<file path="src/rtl/regfile_pkg.sv">
// Shared widths and types for the register-file write scheduler.
// No logic; no latency; no backpressure.
// Imported by the slot, the top and the bench.
package regfile_pkg;

    localparam int DATA_W = 8;
    localparam int ADDR_W = 4;
    localparam int NREG   = 16;

    typedef struct packed {
        logic [ADDR_W-1:0] addr;
        logic [DATA_W-1:0] data;
    } rf_wr_t;

    typedef enum logic {
        SRC_A = 1'b0,
        SRC_M = 1'b1
    } rf_src_e;

    typedef enum logic [1:0] {
        AGE_NONE    = 2'd0,
        AGE_A_OLDER = 2'd1,
        AGE_M_OLDER = 2'd2
    } age_e;

endpackage

</file>
<file path="src/rtl/wr_hold_slot.sv">
// One-entry write holding slot; contents are visible the cycle after an accept.
// Ready while empty, or while being drained so a granted slot refills in the same cycle.
// Held data is never altered until it is drained.
module wr_hold_slot
    import regfile_pkg::*;
(
    input  logic   clk,
    input  logic   rst_n,
    input  logic   i_vld,
    output logic   o_rdy,
    input  rf_wr_t i_dat,
    input  logic   i_drain,
    output logic   o_load,
    output logic   o_full,
    output rf_wr_t o_dat
);

    logic   r_full;
    rf_wr_t r_dat;

    assign o_rdy  = !r_full || i_drain;
    assign o_load = i_vld && o_rdy;
    assign o_full = r_full;
    assign o_dat  = r_dat;

    always_ff @(posedge clk or negedge rst_n) begin
        if (!rst_n) begin
            r_full <= 1'b0;
            r_dat  <= '0;
        end else if (o_load) begin
            r_full <= 1'b1;
            r_dat  <= i_dat;
        end else if (i_drain) begin
            r_full <= 1'b0;
        end
    end

endmodule

</file>
<file path="src/rtl/regfile_write_scheduler.sv">
// Arbitrates ALU (A) and load (M) writebacks onto the single register-file write port.
// A held write drives the port combinationally one cycle after its accept; one write per cycle.
// Each source stalls only while its slot is full and not granted; busy flags held writes.
module regfile_write_scheduler
    import regfile_pkg::*;
(
    input  logic              clk,
    input  logic              rst_n,
    input  logic              a_valid,
    output logic              a_ready,
    input  logic [ADDR_W-1:0] a_addr,
    input  logic [DATA_W-1:0] a_data,
    input  logic              m_valid,
    output logic              m_ready,
    input  logic [ADDR_W-1:0] m_addr,
    input  logic [DATA_W-1:0] m_data,
    output logic              rf_we,
    output logic [ADDR_W-1:0] rf_wa,
    output logic [DATA_W-1:0] rf_wd,
    output logic              rf_src,
    output logic [NREG-1:0]   busy
);

    logic    w_a_full, w_m_full;
    logic    w_a_load, w_m_load;
    rf_wr_t  w_a_dat, w_m_dat, w_gnt_dat;
    logic    w_gnt_a, w_gnt_m;
    logic    w_both, w_same;
    logic    w_a_nfull, w_m_nfull;
    logic [NREG-1:0] w_busy;
    rf_src_e r_rr;
    age_e    r_age;

    wr_hold_slot u_slot_a (
        .clk     (clk),
        .rst_n   (rst_n),
        .i_vld   (a_valid),
        .o_rdy   (a_ready),
        .i_dat   ({a_addr, a_data}),
        .i_drain (w_gnt_a),
        .o_load  (w_a_load),
        .o_full  (w_a_full),
        .o_dat   (w_a_dat)
    );

    wr_hold_slot u_slot_m (
        .clk     (clk),
        .rst_n   (rst_n),
        .i_vld   (m_valid),
        .o_rdy   (m_ready),
        .i_dat   ({m_addr, m_data}),
        .i_drain (w_gnt_m),
        .o_load  (w_m_load),
        .o_full  (w_m_full),
        .o_dat   (w_m_dat)
    );

    assign w_both = w_a_full && w_m_full;
    assign w_same = (w_a_dat.addr == w_m_dat.addr);

    // Same-address writes follow age so the later value lands last; otherwise round-robin.
    always_comb begin
        w_gnt_a = 1'b0;
        w_gnt_m = 1'b0;
        if (w_both) begin
            if (w_same) begin
                if (r_age == AGE_M_OLDER) w_gnt_m = 1'b1;
                else                      w_gnt_a = 1'b1;
            end else if (r_rr == SRC_A) begin
                w_gnt_a = 1'b1;
            end else begin
                w_gnt_m = 1'b1;
            end
        end else if (w_a_full) begin
            w_gnt_a = 1'b1;
        end else if (w_m_full) begin
            w_gnt_m = 1'b1;
        end
    end

    assign w_gnt_dat = w_gnt_m ? w_m_dat : (w_gnt_a ? w_a_dat : '0);
    assign rf_we     = (w_gnt_a || w_gnt_m) && (w_gnt_dat.addr != '0);
    assign rf_wa     = w_gnt_dat.addr;
    assign rf_wd     = w_gnt_dat.data;
    assign rf_src    = w_gnt_m ? SRC_M : SRC_A;

    always_comb begin
        w_busy = '0;
        if (w_a_full) w_busy[w_a_dat.addr] = 1'b1;
        if (w_m_full) w_busy[w_m_dat.addr] = 1'b1;
        w_busy[0] = 1'b0;
    end
    assign busy = w_busy;

    assign w_a_nfull = w_a_load || (w_a_full && !w_gnt_a);
    assign w_m_nfull = w_m_load || (w_m_full && !w_gnt_m);

    // The entry that stays put while the other slot loads becomes the older one.
    always_ff @(posedge clk or negedge rst_n) begin
        if (!rst_n) begin
            r_rr  <= SRC_A;
            r_age <= AGE_NONE;
        end else begin
            if (w_both && !w_same)
                r_rr <= w_gnt_a ? SRC_M : SRC_A;
            if (!w_a_nfull || !w_m_nfull)
                r_age <= AGE_NONE;
            else if (w_a_load && w_m_load)
                r_age <= AGE_NONE;
            else if (w_m_load)
                r_age <= AGE_A_OLDER;
            else if (w_a_load)
                r_age <= AGE_M_OLDER;
        end
    end

endmodule

</file>
<file path="config.mk">
export PLATFORM = sky130hd
export DESIGN_NAME = regfile_write_scheduler
export DESIGN_NICKNAME = d
export VERILOG_FILES = /design/src/rtl/regfile_pkg.sv /design/src/rtl/wr_hold_slot.sv /design/src/rtl/regfile_write_scheduler.sv
export SDC_FILE = /design/constraint.sdc
export NUM_CORES = 1
export LEC_CHECK = 0
export ABC_AREA = 1
export CAP_MARGIN = 30
export CORE_ASPECT_RATIO = 1.25
export CORE_UTILIZATION = 35
export DETAILED_ROUTE_END_ITERATION = 16
export SYNTH_ARGS = -nofsm -noshare
export SYNTH_HDL_FRONTEND = slang
export SYNTH_SLANG_ARGS = --single-unit
export TNS_END_PERCENT = 10
</file>
<file path="constraint.sdc">
create_clock -name clk -period 2.3 [get_ports clk]
set_clock_uncertainty 0.2 [all_clocks]
set_input_delay 0.46 -clock clk [delete_from_list [all_inputs] [get_ports clk]]
set_output_delay 0.46 -clock clk [all_outputs]
set_load 0.1 [all_outputs]
</file>
==> flow_metrics.env <==
export IMPL_status="finished, violations left"
export IMPL_failed_checks="setup timing"
export IMPL_grt_max_degree=30
export IMPL_clkTransAtPathRegs_ps=60
export IMPL_hold_ws_ps=274
export IMPL_holdCritPathClass="reg2reg"
export IMPL_place_gp_congestion=0.905
export IMPL_critical_path_class="reg2out"
export IMPL_core_area_mm2=0.00480
export IMPL_finish_net_count=364
export IMPL_root_buffer="clkbuf_8"
export IMPL_grt_overflow=0
export IMPL_routed_wl_met3_um=265
export IMPL_fin_ws_ps=-193
export IMPL_yosysTopAreaCellShare_pct=41.1
export IMPL_yosys_warnings=0
export IMPL_drv_cap=0
export IMPL_synthCells=250
export IMPL_synth_area_mm2=0.00177
export IMPL_synth_distinct_cells=23
export IMPL_fillerInstances=398
export IMPL_critPathRequiredTime_ps=1640
export IMPL_design_die_area_mm2=0.00533
export IMPL_fmax_mhz=401
export IMPL_avgRoutedWirePerCell_um=13.0
export IMPL_highest_layer="met4"
export IMPL_drv_slew=0
export IMPL_hold_viol_final=0
export IMPL_rsz0062_at_grt="true"
export IMPL_die_w_um=65.5
export IMPL_synth_common_cells="nand2_1, nand3_1, dfrtp_1"
export IMPL_drt_total_wl_mm=5.16
export IMPL_start_kind="register"
export IMPL_wl_met2_mm=2.77
export IMPL_rows=28
export IMPL_seq_area_frac_synth_pct=41.1
export IMPL_synth_nets=278
export IMPL_port_buffers=58
export IMPL_finalCriticalPeriod_ps=2490
export IMPL_grtUsageTotal_pct=21.5
export IMPL_initial_utilization_pct=36.8
export IMPL_cp_arrival_ps=1830
export IMPL_pin_count=60
export IMPL_clk_latency_ps=270
export IMPL_synth_area_leader_cell="dfrtp_1"
export IMPL_dp_hpwl_mm=4.06
export IMPL_grt_pass1_wl_mm=8.63
export IMPL_synthTopCellsByArea="dfrtp_1, nand2_1, nand3_1, nor2_1, o21ai_0"
export IMPL_reg2reg_depth=11
export IMPL_drtIter0Drc=80
export IMPL_antenna_found_initial=0
export IMPL_synth_edf_count=0
export IMPL_antenna_violating_nets_post_route=0
export IMPL_synth_most_common_cell="nand2_1"
export IMPL_avgSynthCellArea_um2=7.06
export IMPL_drive_gt1_share_pct=41.2
export IMPL_worstSetupEndpointType="primary output"
export IMPL_met1_length_mm=2.01
export IMPL_grt_pass1_vias=1868
export IMPL_first_pass_iters=4
export IMPL_drc=0
export IMPL_setup_viol=16
export IMPL_hold_path_depth=2
export IMPL_synth_seq_cells=29
export IMPL_area_delta_synth_final_pct=80.7
export IMPL_vias=1894
export IMPL_async_flop_share_pct=100
export IMPL_cts_sinks=29
export IMPL_cp_max_fo=8
export IMPL_timing_final_crit_share_pct=108
export IMPL_ys_flop_type="dfrtp_1"
export IMPL_n_antenna_cell=0
export IMPL_cts_buffer_depth=2
export IMPL_fp_dieH_um=81.4
export IMPL_cts_tree="yes"
export IMPL_htreeDepth=2
export IMPL_vias_per_cell=4.77
export IMPL_cts_made_buffers=5
==> cell usage in the layout (no fill, tap or decap), types with 7 or more instances in the layout <==
master,count
nand2_1,69
buf_12,31
buf_4,29
nand3_1,28
clkdlybuf4s50_1,27
dfrtp_1,27
nand2_2,24
nor2_1,14
nand3_2,14
inv_1,13
o21ai_1,10
clkbuf_8,7
==> routing by layer <==
| metal | vias up | track usage (%) |
|---|---|---|
| met5 | - | 0 |
| met3 | 9 | 4.49 |
| met2 | 64 | 39.9 |
| li1 | 969 | - |
| met1 | 852 | 23.5 |
| met4 | 0 | 8.48 |
==> cell type report <==
class	instances	area [um^2]	share of cell area, %
sequential	29	728	22.8
clock buffer	7	96.3	3.02
clock inverter	1	5.00	0.157
multi-input combinational	191	1070	33.6
timing repair buffer	90	1140	35.8
tap	60	75.1	2.35
inverter	19	71.3	2.24
==> metrics by stage <==
| stage | TNS [ps] | std cells | utilization, % | cell area, um^2 | worst slack (ps) |
|---|---|---|---|---|---|
| floorplan | -8340 | 250 | - | 1800 | -394 |
| CTS | -2030 | 396 | 65.0 | 3120 | -166 |
| detailed placement | -10.9 | 383 | 59.9 | 2870 | -10.9 |
| global placement | 0 | 383 | 59.9 | 2870 | 49.0 |
| finish | -2500 | 397 | 66.4 | 3190 | -193 |
| global route | -4930 | 397 | 66.4 | 3190 | -344 |
==> what timing repair did <==
item,in CTS,in global routing
endpoints found under the setup margin,25,28
resized for setup,28,16
setup buffers,5,1
hold buffers,0,0
pin swaps,4,2
==> registers in the layout (all words and copies together) (netlist names) <==
register         cells
r_age                2
r_rr                 1
u_slot_a.o_dat      12
u_slot_a.o_full      1
u_slot_m.o_dat      12
u_slot_m.o_full      1
==> worst max-delay path, cell delays in order, from the launching register on <==
cell and delay [ps]:
dfrtp_1 400, inv_1 130, nand2_1 80, nand2_2 90
nor2_4 40, nand2_2 100, nand2_4 80, nand3_4 110
buf_6 160, nand3_2 80, nand2_2 100, buf_12 170
==> path summary, 6_finish.rpt <==
check | from | end | slack, ps
max in group asynchronous | rst_n | u_slot_a.o_full | 1240
worst min register to register | u_slot_m.o_dat[7] | u_slot_m.o_dat[7] | 270
min in group asynchronous | rst_n | u_slot_m.o_dat[0] | 360
worst max-delay path | u_slot_a.o_dat[11] | rf_wd[5] | -190
worst min-delay path | u_slot_m.o_dat[7] | u_slot_m.o_dat[7] | 270
worst max register to register | u_slot_m.o_dat[9] | u_slot_m.o_dat[10] | 200
==> kinds of logic (layout without fill, tap and decap cells) <==
family,after synthesis,count (layout),synth area share [%]
AOI/OAI and AO/OA,22,22,6.66
xor gates and xnor gates,1,1,0.496
buffers and inverters,30,117,8.86
DFF,29,29,41.1
other,1,1,0.212
and+or+nand+nor,167,167,42.7
Power is not shown: default switching activity piles up to over one toggle a cycle in this logic, so the estimate is an artifact.
